--- config.mk ---
export PLATFORM = sky130hd
export DESIGN_NAME = uart_rx_mv_sampler
export DESIGN_NICKNAME = d
export VERILOG_FILES = /design/src/rtl/uart_rx_pkg.sv /design/src/rtl/rx_bit_sync.sv /design/src/rtl/uart_rx_mv_sampler.sv
export SDC_FILE = /design/constraint.sdc
export NUM_CORES = 1
export LEC_CHECK = 0
export ABC_AREA = 1
export CAP_MARGIN = 20
export CORE_AREA = 3 3 57 59
export CTS_BUF_LIST = sky130_fd_sc_hd__clkbuf_16
export CTS_CLUSTER_SIZE = 30
export DETAILED_ROUTE_END_ITERATION = 6
export DIE_AREA = 0 0 60 62
export PLACE_DENSITY = 0.83
export SKIP_LAST_GASP = 1
export SYNTH_ARGS = -nofsm -noshare
export SYNTH_HDL_FRONTEND = slang
export SYNTH_SLANG_ARGS = --single-unit
--- constraint.sdc ---
create_clock -name clk -period 1.56 [get_ports clk]
set_input_delay 0.156 -clock clk [delete_from_list [all_inputs] [get_ports clk]]
set_output_delay 0.156 -clock clk [all_outputs]
set_load 0.02 [all_outputs]
--- src/rtl/uart_rx_pkg.sv ---
// rtl/uart_rx_pkg.sv - shared constants and majority-vote helper for the UART receiver
package uart_rx_pkg;

  localparam int PRESCALE_W_DEF = 6;
  localparam int MAX_SAMPLES    = 7;

  // Returns {voted_bit, noise}; only the low n bits of sr take part.
  function automatic logic [1:0] maj_vote(input logic [MAX_SAMPLES-1:0] sr, input int n);
    int ones;
    ones = 0;
    for (int i = 0; i < MAX_SAMPLES; i++) begin
      if (i < n && sr[i]) ones++;
    end
    return {(ones > n / 2), ((ones != 0) && (ones != n))};
  endfunction

endpackage

--- src/rtl/rx_bit_sync.sv ---
// rtl/rx_bit_sync.sv - idle-high flop chain synchronizer for the serial line
module rx_bit_sync #(
  parameter int STAGES = 2
) (
  input  logic clk,
  input  logic rst,
  input  logic rx,
  output logic rx_s
);

  if (STAGES == 0) begin : g_bypass
    assign rx_s = rx;
  end else begin : g_chain
    logic [STAGES-1:0] chain;

    always_ff @(posedge clk) begin
      if (rst) chain <= '1;
      else     chain <= (chain << 1) | STAGES'(rx);
    end

    assign rx_s = chain[STAGES-1];
  end

endmodule

--- src/rtl/uart_rx_mv_sampler.sv ---
// rtl/uart_rx_mv_sampler.sv - centred N-sample majority-vote bit sampler with noise/config flags
module uart_rx_mv_sampler
  import uart_rx_pkg::*;
#(
  parameter int PRESCALE_W  = PRESCALE_W_DEF,
  parameter int NUM_SAMPLES = 3,
  parameter int SYNC_STAGES = 2
) (
  input  logic                  clk,
  input  logic                  rst,
  input  logic                  data_samp_en,
  input  logic                  RX_IN,
  input  logic [PRESCALE_W-1:0] prescale,
  input  logic [PRESCALE_W-1:0] edge_cnt,
  output logic                  sampled_bit,
  output logic                  sample_valid,
  output logic                  noise_err,
  output logic                  cfg_err
);

  localparam int W1 = PRESCALE_W + 1;
  localparam int CW = $clog2(MAX_SAMPLES + 1);
  localparam logic [W1-1:0] NM1  = W1'(NUM_SAMPLES - 1);
  localparam logic [CW-1:0] FULL = CW'(NUM_SAMPLES);

  if ((NUM_SAMPLES % 2) == 0 || NUM_SAMPLES < 1 || NUM_SAMPLES > MAX_SAMPLES) begin : g_bad_n
    $error("uart_rx_mv_sampler: NUM_SAMPLES must be odd and within 1..7");
  end

  logic rx_s;

  rx_bit_sync #(.STAGES(SYNC_STAGES)) u_sync (
    .clk  (clk),
    .rst  (rst),
    .rx   (RX_IN),
    .rx_s (rx_s)
  );

  // Window decode in one extra bit; start compared as edge+(N-1) >= c so nothing wraps.
  logic [W1-1:0] ps_x, edge_x, centre;
  logic          in_win, vote_pt, cfg_bad;

  assign ps_x    = {1'b0, prescale};
  assign edge_x  = {1'b0, edge_cnt};
  assign centre  = ps_x >> 1;
  assign in_win  = ((edge_x + NM1) >= centre) && (edge_x <= centre);
  assign vote_pt = (edge_x == (centre + W1'(1)));
  assign cfg_bad = (centre < NM1) || (ps_x < W1'(4));

  logic [PRESCALE_W-1:0]  prev_edge;
  logic [NUM_SAMPLES-1:0] sr, sr_next;
  logic [CW-1:0]          samp_cnt;
  logic                   capture, vote;
  logic [1:0]             vote_res;

  assign capture  = data_samp_en && !cfg_err && in_win && (edge_cnt != prev_edge);
  assign vote     = data_samp_en && !cfg_err && vote_pt && (samp_cnt == FULL);
  assign vote_res = maj_vote(MAX_SAMPLES'(sr), NUM_SAMPLES);

  always_comb begin
    sr_next    = sr << 1;
    sr_next[0] = rx_s;
  end

  always_ff @(posedge clk) begin
    if (rst) begin
      prev_edge <= '1;
      cfg_err   <= 1'b0;
    end else begin
      prev_edge <= edge_cnt;
      cfg_err   <= cfg_bad;
    end
  end

  // A window starting at edge 0 restarts the count and still keeps that first sample.
  always_ff @(posedge clk) begin
    if (rst) begin
      sr       <= '0;
      samp_cnt <= '0;
    end else begin
      if (capture) sr <= sr_next;
      if (!data_samp_en || vote)  samp_cnt <= '0;
      else if (edge_cnt == '0)    samp_cnt <= capture ? CW'(1) : '0;
      else if (capture)           samp_cnt <= samp_cnt + CW'(1);
    end
  end

  always_ff @(posedge clk) begin
    if (rst) begin
      sampled_bit  <= 1'b1;
      noise_err    <= 1'b0;
      sample_valid <= 1'b0;
    end else begin
      sample_valid <= vote;
      if (vote) begin
        sampled_bit <= vote_res[1];
        noise_err   <= vote_res[0];
      end
    end
  end

endmodule
=== Yosys cells after proc, flatten, opt, wreduce, memory -nomap -nowiden ===
Index checks and enable logic that the tools add are counted.

* Reduce and logical (&&, ||, !) cells: 15
* $lt $le $gt $ge: 5
* Bitwise logic cells: 1
* Add/sub/neg operators: 5
* Mux-type cells: 6
* Equal/unequal tests: 4

{| class="wikitable"
|+ Operators with widths
! kind !! count
|-
| $mux 32 || 2
|-
| $add 32x2->32 const B || 1
|-
| $gt 32x2->1 const B || 1
|-
| $ne 32x3->1 const B || 1
|-
| $reduce_bool 32->1 || 1
|-
| $add 6x2->7 const B || 1
|-
| $ge 7x5->1 || 1
|-
| $logic_and 1x1->1 || 7
|-
| $add 5x1->6 const B || 1
|-
| $eq 6x6->1 || 1
|-
| $le 6x5->1 || 1
|-
| $logic_not 6->1 || 1
|-
| $lt 6x3->1 const B || 1
|-
| $mux 3 || 2
|-
| $ne 6x6->1 || 1
|-
| $lt 5x2->1 const B || 1
|-
| $add 3x1->3 const B || 1
|-
| $eq 3x2->1 const B || 1
|-
| $add 1x1->2 const B || 1
|-
| $logic_not 1->1 || 2
|-
| $logic_or 1x1->1 || 2
|-
| $mux 1 || 2
|-
| $or 2x1->2 || 1
|-
| $reduce_bool 2->1 || 1
|-
| $reduce_or 2->1 || 1
|}

* Input port bits: 16
* Register bits after elaboration: 18
* Logic and storage cells: 44
* Output and inout bits: 4

=== Depth between registers and ports, before layout ===
Gate-level depths: netlist (run 1).

* Depth after elaboration: 7
* Depth in mapped cells: 14
* Gate-level depth less buffers: 14

=== Hierarchy ===
Synthesis (run 1) repeated with hierarchy kept, for this count alone.

* Cell total of the unflattened synthesis: 194
* Area total of the unflattened synthesis: 1,305.0 µm²

{| class="wikitable"
|+ By module, submodules not included
! module !! cells each !! sequential area each (µm²) !! times used !! area each (µm²)
|-
| uart_rx_mv_sampler || 187 || 320.3 || 1 || 1,246.2
|-
| rx_bit_sync || 7 || 40.0 || 1 || 58.8
|}

=== Least setup slack after synthesis (run 1) ===
Ideal clock, no wire load.

* Path kind: in2reg
* Start: input port edge_cnt[3]
* End: register sr[0]
* Setup time: 0.113 ns
* Arrival time: 1.515 ns
* Required time: 1.447 ns
* Path buffers: 1
* Path slack: -0.068 ns
* Stages: 12
* Cells stage by stage: buf_2 -> nand3_1 -> xor2_1 -> ha_1 -> a21oi_1 -> nand2_1 -> nor2_1 -> nand2_2 -> nand2_4 -> clkinv_2 -> nor2_1 -> nor2_1

* Word-level cells in the longest chain between the ends: 5
* Elaborated cells between the ends (all ways): 7
* Those cells by class: 1 x add/sub; 2 x order compare; 1 x eq/ne; 3 x reduce/logical

{| class="wikitable"
|+ Ends and longest elaborated chain
! what !! RTL line !! RTL
|-
| from (decl) || uart_rx_mv_sampler.sv:14 || <nowiki>input logic [PRESCALE_W-1:0] edge_cnt,</nowiki>
|-
| $add 6x2->7 || uart_rx_mv_sampler.sv:46 || <nowiki>assign in_win = ((edge_x + NM1) >= centre) && (edge_x <= centre);</nowiki>
|-
| $ge 7x5->1 || uart_rx_mv_sampler.sv:46 ||
|-
| $logic_and 1x1->1 || uart_rx_mv_sampler.sv:46 ||
|-
| $logic_and 1x1->1 || uart_rx_mv_sampler.sv:56 || <nowiki>assign capture = data_samp_en && !cfg_err && in_win && (edge_cnt != prev_edge);</nowiki>
|-
| $logic_and 1x1->1 * || uart_rx_mv_sampler.sv:56 ||
|-
| to (signal assigned) || uart_rx_mv_sampler.sv:81 || <nowiki>if (capture) sr <= sr_next;</nowiki>
|-
| to (decl) || uart_rx_mv_sampler.sv:51 || <nowiki>logic [NUM_SAMPLES-1:0] sr, sr_next;</nowiki>
|}

Mark *: on every way between the ends. The rest lies on a longest branch, timed or not.
A chain may end at the register's enable or synchronous reset.

=== Worst setup path in the final report (run 1) ===
* Start: input port prescale[5]
* End: register sr[1]

* Word-level cells in the longest chain between the ends: 4
* Elaborated cells between the ends (all ways): 5
* Those cells by class: 2 x order compare; 3 x reduce/logical

{| class="wikitable"
|+ Ends and longest elaborated chain
! what !! RTL line !! RTL
|-
| from (decl) || uart_rx_mv_sampler.sv:13 || <nowiki>input logic [PRESCALE_W-1:0] prescale,</nowiki>
|-
| $ge 7x5->1 / $le 6x5->1 (equally long branches) || uart_rx_mv_sampler.sv:46 ||
|-
| $logic_and 1x1->1 * || uart_rx_mv_sampler.sv:46 ||
|-
| $logic_and 1x1->1 * (2 in series) || uart_rx_mv_sampler.sv:56 ||
|}

Marked as above.

==> impl_metrics.prom, run 1 <==
# TYPE chip_impl_metric gauge
chip_impl_info{name="clock_tree.root_cell",value="sky130_fd_sc_hd__clkbuf_16"} 1
chip_impl_metric{name="port_buffers",unit=""} 18
chip_impl_metric{name="ant_nets",unit=""} 0
chip_impl_metric{name="n_fill_cell",unit=""} 209
chip_impl_metric{name="power_density",unit="mW/mm2"} 697
chip_impl_info{name="dominantRegCellSynth",value="sky130_fd_sc_hd__dfxtp_1"} 1
chip_impl_metric{name="detail_route.vias_per_cell",unit=""} 5.10
chip_impl_metric{name="grt_pass1_vias",unit=""} 1284
chip_impl_metric{name="hold_viol_final",unit=""} 0
chip_impl_metric{name="cap_violations",unit=""} 0
chip_impl_metric{name="final_max_slew_viol_count",unit=""} 0
chip_impl_metric{name="dr_total_vias",unit=""} 1459
chip_impl_info{name="critPathCaptureType",value="register"} 1
chip_impl_metric{name="sequential_cell_area",unit="um2"} 363
chip_impl_metric{name="cts_made_buffers",unit=""} 3
chip_impl_metric{name="worstPathRequired",unit="ns"} 1.70
chip_impl_metric{name="peakVddDrop",unit="mV"} 1.11
chip_impl_metric{name="cts_htree_levels",unit=""} 1
chip_impl_metric{name="area_delta_synth_final",unit="%"} 46.8
chip_impl_metric{name="final.setup.tns",unit="ns"} 0
chip_impl_metric{name="yosys_warnings",unit=""} 0
chip_impl_metric{name="layoutNonFillerInstCount",unit=""} 286
chip_impl_metric{name="clockBufferDepth",unit=""} 2
chip_impl_metric{name="clk_latency",unit="ns"} 0.25
chip_impl_info{name="cts_tree",value="done"} 1
chip_impl_metric{name="fin_nets",unit=""} 288
chip_impl_metric{name="ys_seq_elements",unit=""} 18
chip_impl_metric{name="syn_area",unit="mm2"} 0.00134
chip_impl_metric{name="pre_cts_worst_setup_slack",unit="ns"} -0.551
chip_impl_metric{name="netlist-cell-type-count",unit=""} 27
chip_impl_metric{name="postRouteWirelength",unit="um"} 3570
chip_impl_metric{name="syn-num-nets",unit=""} 236
chip_impl_metric{name="total_power",unit="W"} 0.00137
chip_impl_info{name="outcome",value="finished, final reports clean"} 1
chip_impl_metric{name="drive_above_1_share",unit="%"} 31.0
chip_impl_metric{name="arrival",unit="ns"} 1.66
chip_impl_metric{name="fin_util",unit="%"} 71.4
chip_impl_metric{name="path_clk_slew",unit="ns"} 0.05
chip_impl_info{name="hold_path.class",value="input port to register"} 1
chip_impl_metric{name="hpwl",unit="um"} 2520
chip_impl_metric{name="drc_errors",unit=""} 0
chip_impl_metric{name="grt_antenna_before_repair",unit=""} 0
chip_impl_metric{name="postSynth.asyncResetShare",unit="%"} 0
chip_impl_metric{name="final.min_clock_period",unit="ns"} 1.52
chip_impl_metric{name="floorplan.die_area",unit="mm2"} 0.00372
chip_impl_metric{name="cts.sinks",unit=""} 18
chip_impl_info{name="setup.worst_path.class",value="input port to register"} 1
chip_impl_metric{name="chipHeight",unit="um"} 62
chip_impl_metric{name="track_usage",unit="%"} 19.5
chip_impl_metric{name="die-width",unit="um"} 60
chip_impl_metric{name="max_slew_margin",unit="%"} 80.1
chip_impl_info{name="critical_path.startpoint_type",value="input port"} 1
chip_impl_metric{name="share_of_the_clock_period_used_by_the_worst_path_after_layout",unit="%"} 97.8
chip_impl_metric{name="synth-edff-count",unit=""} 0
chip_impl_metric{name="worstPathMaxFanout",unit=""} 7
chip_impl_metric{name="drt_first_iter_violations",unit=""} 64
chip_impl_metric{name="globalplace.congestion",unit=""} 0.907
chip_impl_metric{name="grt_first_pass_wirelength",unit="um"} 5440
chip_impl_metric{name="detailedRoute.firstPassIterationCount",unit=""} 4
chip_impl_metric{name="rows",unit=""} 19
chip_impl_metric{name="setup-violations-final",unit=""} 0
chip_impl_metric{name="insertedDiodeCount",unit=""} 0
chip_impl_metric{name="timing.final.ws_setup",unit="ns"} 0.0350
chip_impl_metric{name="floorplan.io_pins",unit=""} 20
chip_impl_metric{name="power_leakage",unit="nW"} 0.994
chip_impl_metric{name="routed_wire_length_per_instance",unit="um"} 12.5
chip_impl_metric{name="initial_utilization",unit="%"} 48.6
chip_impl_metric{name="max_freq",unit="GHz"} 0.656
chip_impl_metric{name="ys_seq_area_share",unit="%"} 26.9
chip_impl_metric{name="syn-instance-count",unit=""} 204
chip_impl_info{name="rsz0062_at_grt",value="yes"} 1
chip_impl_metric{name="worst_slew_pin_slew",unit="ns"} 0.295
chip_impl_metric{name="multi_input_comb_area",unit="um2"} 983
chip_impl_metric{name="grt_start_max_net_pins",unit=""} 11
chip_impl_metric{name="floorplan.core_area",unit="mm2"} 0.00276
chip_impl_metric{name="clock_tree_skew_after_final_layout",unit="ns"} 0.00133
chip_impl_metric{name="globalRouteOverflowTotal",unit=""} 0
chip_impl_metric{name="dpl.cell_count",unit=""} 276
chip_impl_metric{name="post_synth.cell_area_avg",unit="um2"} 6.57
-- stage by stage --
stage               hold slack, ns  cell area [um2]
finish                       0.311             1970
global route                 0.346             1970
CTS                          0.349             1890
detailed placement           0.410             1740
global placement             0.394             1740
floorplan                    0.228             1350
-- sequential cells by signal, summed over array words and instances (netlist names) --
| name | count |
|---|---|
| sampled_bit | 1 |
| u_sync.g_chain.chain | 2 |
| samp_cnt | 3 |
| sample_valid | 1 |
| noise_err | 1 |
| sr | 3 |
| prev_edge | 6 |
| cfg_err | 1 |
-- synthesized netlist by cell type, types with 2 or more instances --
library cell	number	area share [%]
sky130_fd_sc_hd__o21ai_0	4	1.5
sky130_fd_sc_hd__xor2_1	4	2.6
sky130_fd_sc_hd__a21oi_1	6	2.2
sky130_fd_sc_hd__ha_1	15	14
sky130_fd_sc_hd__nor2_1	23	6.4
sky130_fd_sc_hd__nand4_1	5	2.3
sky130_fd_sc_hd__nand2_1	59	17
sky130_fd_sc_hd__nand2_2	3	1.4
sky130_fd_sc_hd__inv_2	4	1.1
sky130_fd_sc_hd__nor2_4	2	1.7
sky130_fd_sc_hd__or2_2	2	0.93
sky130_fd_sc_hd__dfxtp_1	18	27
sky130_fd_sc_hd__inv_1	24	6.7
sky130_fd_sc_hd__o21ai_1	3	1.1
sky130_fd_sc_hd__nand3_1	20	7.5
-- cell type report --
| class | count | area share, % |
|---|---|---|
| Timing Repair Buffer | 49 | 20.0 |
| Clock buffer | 3 | 3.81 |
| Clock inverter | 1 | 0.191 |
| Inverter | 29 | 5.65 |
| Multi-Input combinational cell | 155 | 49.9 |
| Tap cell | 31 | 1.97 |
| Sequential cell | 18 | 18.4 |
-- critical path, stage by stage --
cell	delay [ns]
sky130_fd_sc_hd__dlygate4sd2_1	0.23
sky130_fd_sc_hd__inv_2	0.06
sky130_fd_sc_hd__buf_4	0.14
sky130_fd_sc_hd__ha_1	0.31
sky130_fd_sc_hd__a21oi_1	0.15
sky130_fd_sc_hd__nand2_1	0.08
sky130_fd_sc_hd__nor2_2	0.10
sky130_fd_sc_hd__nand2_2	0.10
sky130_fd_sc_hd__nand2_4	0.13
sky130_fd_sc_hd__inv_4	0.05
sky130_fd_sc_hd__nor2_1	0.11
sky130_fd_sc_hd__nor2_1	0.07
-- final timing paths --
path / start / slack (ns) / endpoint / depth (start not counted)
worst max-delay path: prescale[5] / 0.04 / sr[1] / 12
worst min-delay path: edge_cnt[2] / 0.31 / prev_edge[2] / 4
worst max register to register: samp_cnt[0] / 0.07 / noise_err / 9
worst min register to register: u_sync.g_chain.chain[0] / 0.42 / u_sync.g_chain.chain[1] / 1
-- routing by layer --
layer  GRT usage [%]  routed length (um)  vias to the layer above
li1                -                   -                      757
met1            25.5                1650                      667
met2            32.7                1710                       31
met3            4.34                 181                        4
met4            5.06                  34                        0
met5               0                   0                        -
-- layout by cell type (no fill, tap or decap), drive strengths merged --
cell type	n
a21oi	6
buf	33
clkbuf	5
clkdlybuf4s15	2
clkdlybuf4s50	7
clkinv	1
dfxtp	18
dlygate4sd2	4
dlymetal6s2s	1
fa	1
ha	15
inv	29
nand2	63
nand3	21
nand4	5
nor2	26
nor3	1
nor4	1
o21ai	7
o21bai	1
or2	3
xnor2	1
xor2	4
-- report_power, final --
group / internal [W] / leakage [nW] / switching, W / total (W)
Clock: 0.000341 / 0.0385 / 0.000170 / 0.000511
Sequential: 0.000478 / 0.149 / 0.0000164 / 0.000495
Combinational: 0.000168 / 0.807 / 0.000199 / 0.000367
-- kinds of logic after synthesis --
| group | share of synthesized area [%] |
|---|---|
| xor+xnor | 3.26 |
| simple gates | 40.1 |
| flops | 26.9 |
| fa+ha+maj | 15.5 |
| compound gates | 5.41 |
| buf+inv | 8.86 |
-- repair_timing --
action                                 4_1_cts  5_1_grt
setup endpoints to repair                    9        9
endpoints found under the hold margin        0        0
buffers inserted                             2        4
gates resized for setup                     31       23
hold buffers                                 0        0
pin swaps                                   16       15
(Power assumes the default switching activity.)
==> run 2: changes to the inputs <==
PLACE_DENSITY = 0.71   (was 0.83)
==> run 2 against run 1 <==
  * The flow now finishes with violations (setup timing)
  * Critical path type unchanged
  * Non-clock buffer count increased by 5
  * First-iteration DRC count fell by 30%
  * Global-route usage is 0.086 points higher
  * Highest routed layer unchanged
  * Count of clock-buffer cells in the layout is the same
  * Routed wire length up 1.3%
  * Largest power group unchanged
  * Critical path depth shrank 1
  * Die area is the same
  * Register-to-register slack lost 0.03 ns
  * Largest cell class unchanged
==> impl_metrics.prom, run 2 (synthesis gave the netlist of run 1 again) <==
# TYPE chip_impl_metric gauge
chip_impl_metric{name="initial_utilization",unit="%"} 48.6
chip_impl_metric{name="clockBufferDepth",unit=""} 2
chip_impl_metric{name="worst_slew_pin_slew",unit="ns"} 0.337
chip_impl_info{name="layout.cells.most_common_list",value="sky130_fd_sc_hd__nand2_1, sky130_fd_sc_hd__buf_4, sky130_fd_sc_hd__inv_1"} 1
chip_impl_info{name="cts_tree",value="done"} 1
chip_impl_metric{name="design_area",unit="mm2"} 0.00209
chip_impl_info{name="violations",value="setup timing"} 1
chip_impl_info{name="min_from",value="edge_cnt[3]"} 1
chip_impl_info{name="critPathCaptureType",value="register"} 1
chip_impl_info{name="critical_path.startpoint_type",value="input port"} 1
chip_impl_metric{name="max_slew_margin",unit="%"} 77.5
chip_impl_metric{name="worst_r2r_path_depth",unit=""} 9
chip_impl_metric{name="floorplan.die_area",unit="mm2"} 0.00372
chip_impl_info{name="hold_path.class",value="input port to register"} 1
chip_impl_metric{name="share_of_the_clock_period_used_by_the_worst_path_after_layout",unit="%"} 101
chip_impl_metric{name="power_leakage",unit="nW"} 1.03
chip_impl_info{name="most_common_cell_after_layout_fill_and_taps_aside",value="sky130_fd_sc_hd__nand2_1"} 1
chip_impl_metric{name="final.min_clock_period",unit="ns"} 1.57
chip_impl_info{name="setup.worst_path.class",value="input port to register"} 1
chip_impl_metric{name="grt_pass1_vias",unit=""} 1274
chip_impl_metric{name="worstPathMaxFanout",unit=""} 7
chip_impl_metric{name="hpwl",unit="um"} 2610
chip_impl_metric{name="total_power",unit="W"} 0.00142
chip_impl_metric{name="drc_errors",unit=""} 0
chip_impl_metric{name="arrival",unit="ns"} 1.75
chip_impl_info{name="timing.hold.worst_endpoint",value="prev_edge[3]"} 1
chip_impl_metric{name="clk_latency",unit="ns"} 0.25
chip_impl_metric{name="dr_total_vias",unit=""} 1473
chip_impl_metric{name="cap_violations",unit=""} 0
chip_impl_metric{name="power_density",unit="mW/mm2"} 682
chip_impl_metric{name="setup-violations-final",unit=""} 1
chip_impl_metric{name="placedInstanceArea",unit="mm2"} 0.00178
chip_impl_metric{name="timing.final.ws_setup",unit="ns"} -0.0145
chip_impl_metric{name="clock_tree_skew_after_final_layout",unit="ns"} 0.00183
chip_impl_metric{name="cts.sinks",unit=""} 18
chip_impl_metric{name="grt_start_max_net_pins",unit=""} 11
chip_impl_metric{name="final_max_slew_viol_count",unit=""} 0
chip_impl_metric{name="rows",unit=""} 19
chip_impl_metric{name="port_buffers",unit=""} 18
chip_impl_info{name="clock_tree.root_cell",value="sky130_fd_sc_hd__clkbuf_16"} 1
chip_impl_metric{name="dpl.cell_count",unit=""} 281
chip_impl_metric{name="die-width",unit="um"} 60
chip_impl_metric{name="cts_htree_levels",unit=""} 1
chip_impl_metric{name="max_freq",unit="GHz"} 0.635
chip_impl_metric{name="worstPathRequired",unit="ns"} 1.73
chip_impl_info{name="outcome",value="complete, but fails checks"} 1
chip_impl_metric{name="cts_made_buffers",unit=""} 3
chip_impl_metric{name="layoutNonFillerInstCount",unit=""} 291
chip_impl_info{name="layout_top_registers",value="prev_edge x6, samp_cnt x3, sr x3"} 1
chip_impl_info{name="worst_r2r_startpoint",value="samp_cnt[0]"} 1
chip_impl_metric{name="drive_above_1_share",unit="%"} 35.4
chip_impl_info{name="r2r_end",value="samp_cnt[1]"} 1
chip_impl_metric{name="fin_nets",unit=""} 293
chip_impl_metric{name="track_usage",unit="%"} 19.6
chip_impl_info{name="crit_path_start",value="prescale[5]"} 1
chip_impl_metric{name="globalplace.congestion",unit=""} 0.917
chip_impl_info{name="max_flop_register",value="prev_edge"} 1
chip_impl_metric{name="chipHeight",unit="um"} 62
chip_impl_metric{name="timing.reg2reg.setup_slack",unit="ns"} 0.04
chip_impl_metric{name="ant_nets",unit=""} 0
chip_impl_metric{name="drt_first_iter_violations",unit=""} 45
chip_impl_metric{name="path_clk_slew",unit="ns"} 0.05
chip_impl_metric{name="hold_viol_final",unit=""} 0
chip_impl_metric{name="insertedDiodeCount",unit=""} 0
chip_impl_metric{name="globalRouteOverflowTotal",unit=""} 0
chip_impl_metric{name="largest_reg_flops",unit=""} 6
chip_impl_metric{name="pre_cts_worst_setup_slack",unit="ns"} -0.512
chip_impl_metric{name="grt_first_pass_wirelength",unit="um"} 5360
chip_impl_metric{name="min_delay_path_depth",unit=""} 4
chip_impl_metric{name="detailedRoute.firstPassIterationCount",unit=""} 4
chip_impl_metric{name="postRouteWirelength",unit="um"} 3610
chip_impl_metric{name="floorplan.core_area",unit="mm2"} 0.00276
chip_impl_metric{name="detail_route.vias_per_cell",unit=""} 5.06
chip_impl_metric{name="peakVddDrop",unit="mV"} 1.03
chip_impl_metric{name="floorplan.io_pins",unit=""} 20
chip_impl_metric{name="routed_wire_length_per_instance",unit="um"} 12.4
chip_impl_metric{name="fin_util",unit="%"} 75.7
chip_impl_metric{name="grt_antenna_before_repair",unit=""} 0
chip_impl_metric{name="area_delta_synth_final",unit="%"} 55.7
run 2: per-layer routing:
metal / routed length [um] / GRT usage [%]
met5: 0 / 0
met4: 43 / 5.70
met3: 152 / 4.75
met2: 1740 / 34.1
met1: 1680 / 24.1
run 2: how the worst max path moves through the flow:
stage	to	slack, ns	depth (start not counted)
global placement	sr[2]	-0.49	13
floorplan	sr[0]	0.01	12
global route	samp_cnt[1]	-0.09	11
finish	samp_cnt[1]	-0.01	11
CTS	sr[2]	0.003	13
detailed placement	sr[0]	-0.51	12
run 2: critical path, stage by stage:
cell and delay [ns]:
sky130_fd_sc_hd__dlygate4sd2_1 0.25, sky130_fd_sc_hd__inv_2 0.07, sky130_fd_sc_hd__buf_4 0.15, sky130_fd_sc_hd__ha_4 0.21, sky130_fd_sc_hd__a21oi_4 0.15, sky130_fd_sc_hd__nand2_1 0.07
sky130_fd_sc_hd__nor2_1 0.16, sky130_fd_sc_hd__nand2_2 0.13, sky130_fd_sc_hd__nand2_4 0.15, sky130_fd_sc_hd__nand3_2 0.08, sky130_fd_sc_hd__a21oi_1 0.16
run 2: final cells by class:
class / count / area [um2]
Clock buffer: 3 / 75.1
Clock inverter: 1 / 3.75
Fill cell: 225 / 669
Inverter: 29 / 111
Multi-Input combinational cell: 155 / 1060
Sequential cell: 18 / 363
Tap cell: 31 / 38.8
Timing Repair Buffer: 54 / 439
run 2: through the flow:
step	hold slack, ns	setup TNS (ns)
4_1_cts	0.341	0
3_3_place_gp	0.393	-3.98
3_5_place_dp	0.400	-4.13
6_report	0.337	-0.0145
2_1_floorplan	0.228	0
5_1_grt	0.382	-0.371
run 2: power by group:
group / internal, W / leakage (nW) / switching, W
Combinational: 0.000195 / 0.838 / 0.000214
Sequential: 0.000478 / 0.149 / 0.0000154
Clock: 0.000341 / 0.0385 / 0.000180
Total: 0.00101 / 1.03 / 0.000410
run 2: what timing repair did:
action	CTS	global route
hold buffers	0	0
setup endpoints to repair	9	8
endpoints found under the hold margin	0	0
buffers inserted	0	6
gates resized for setup	34	35
pin swaps	17	21
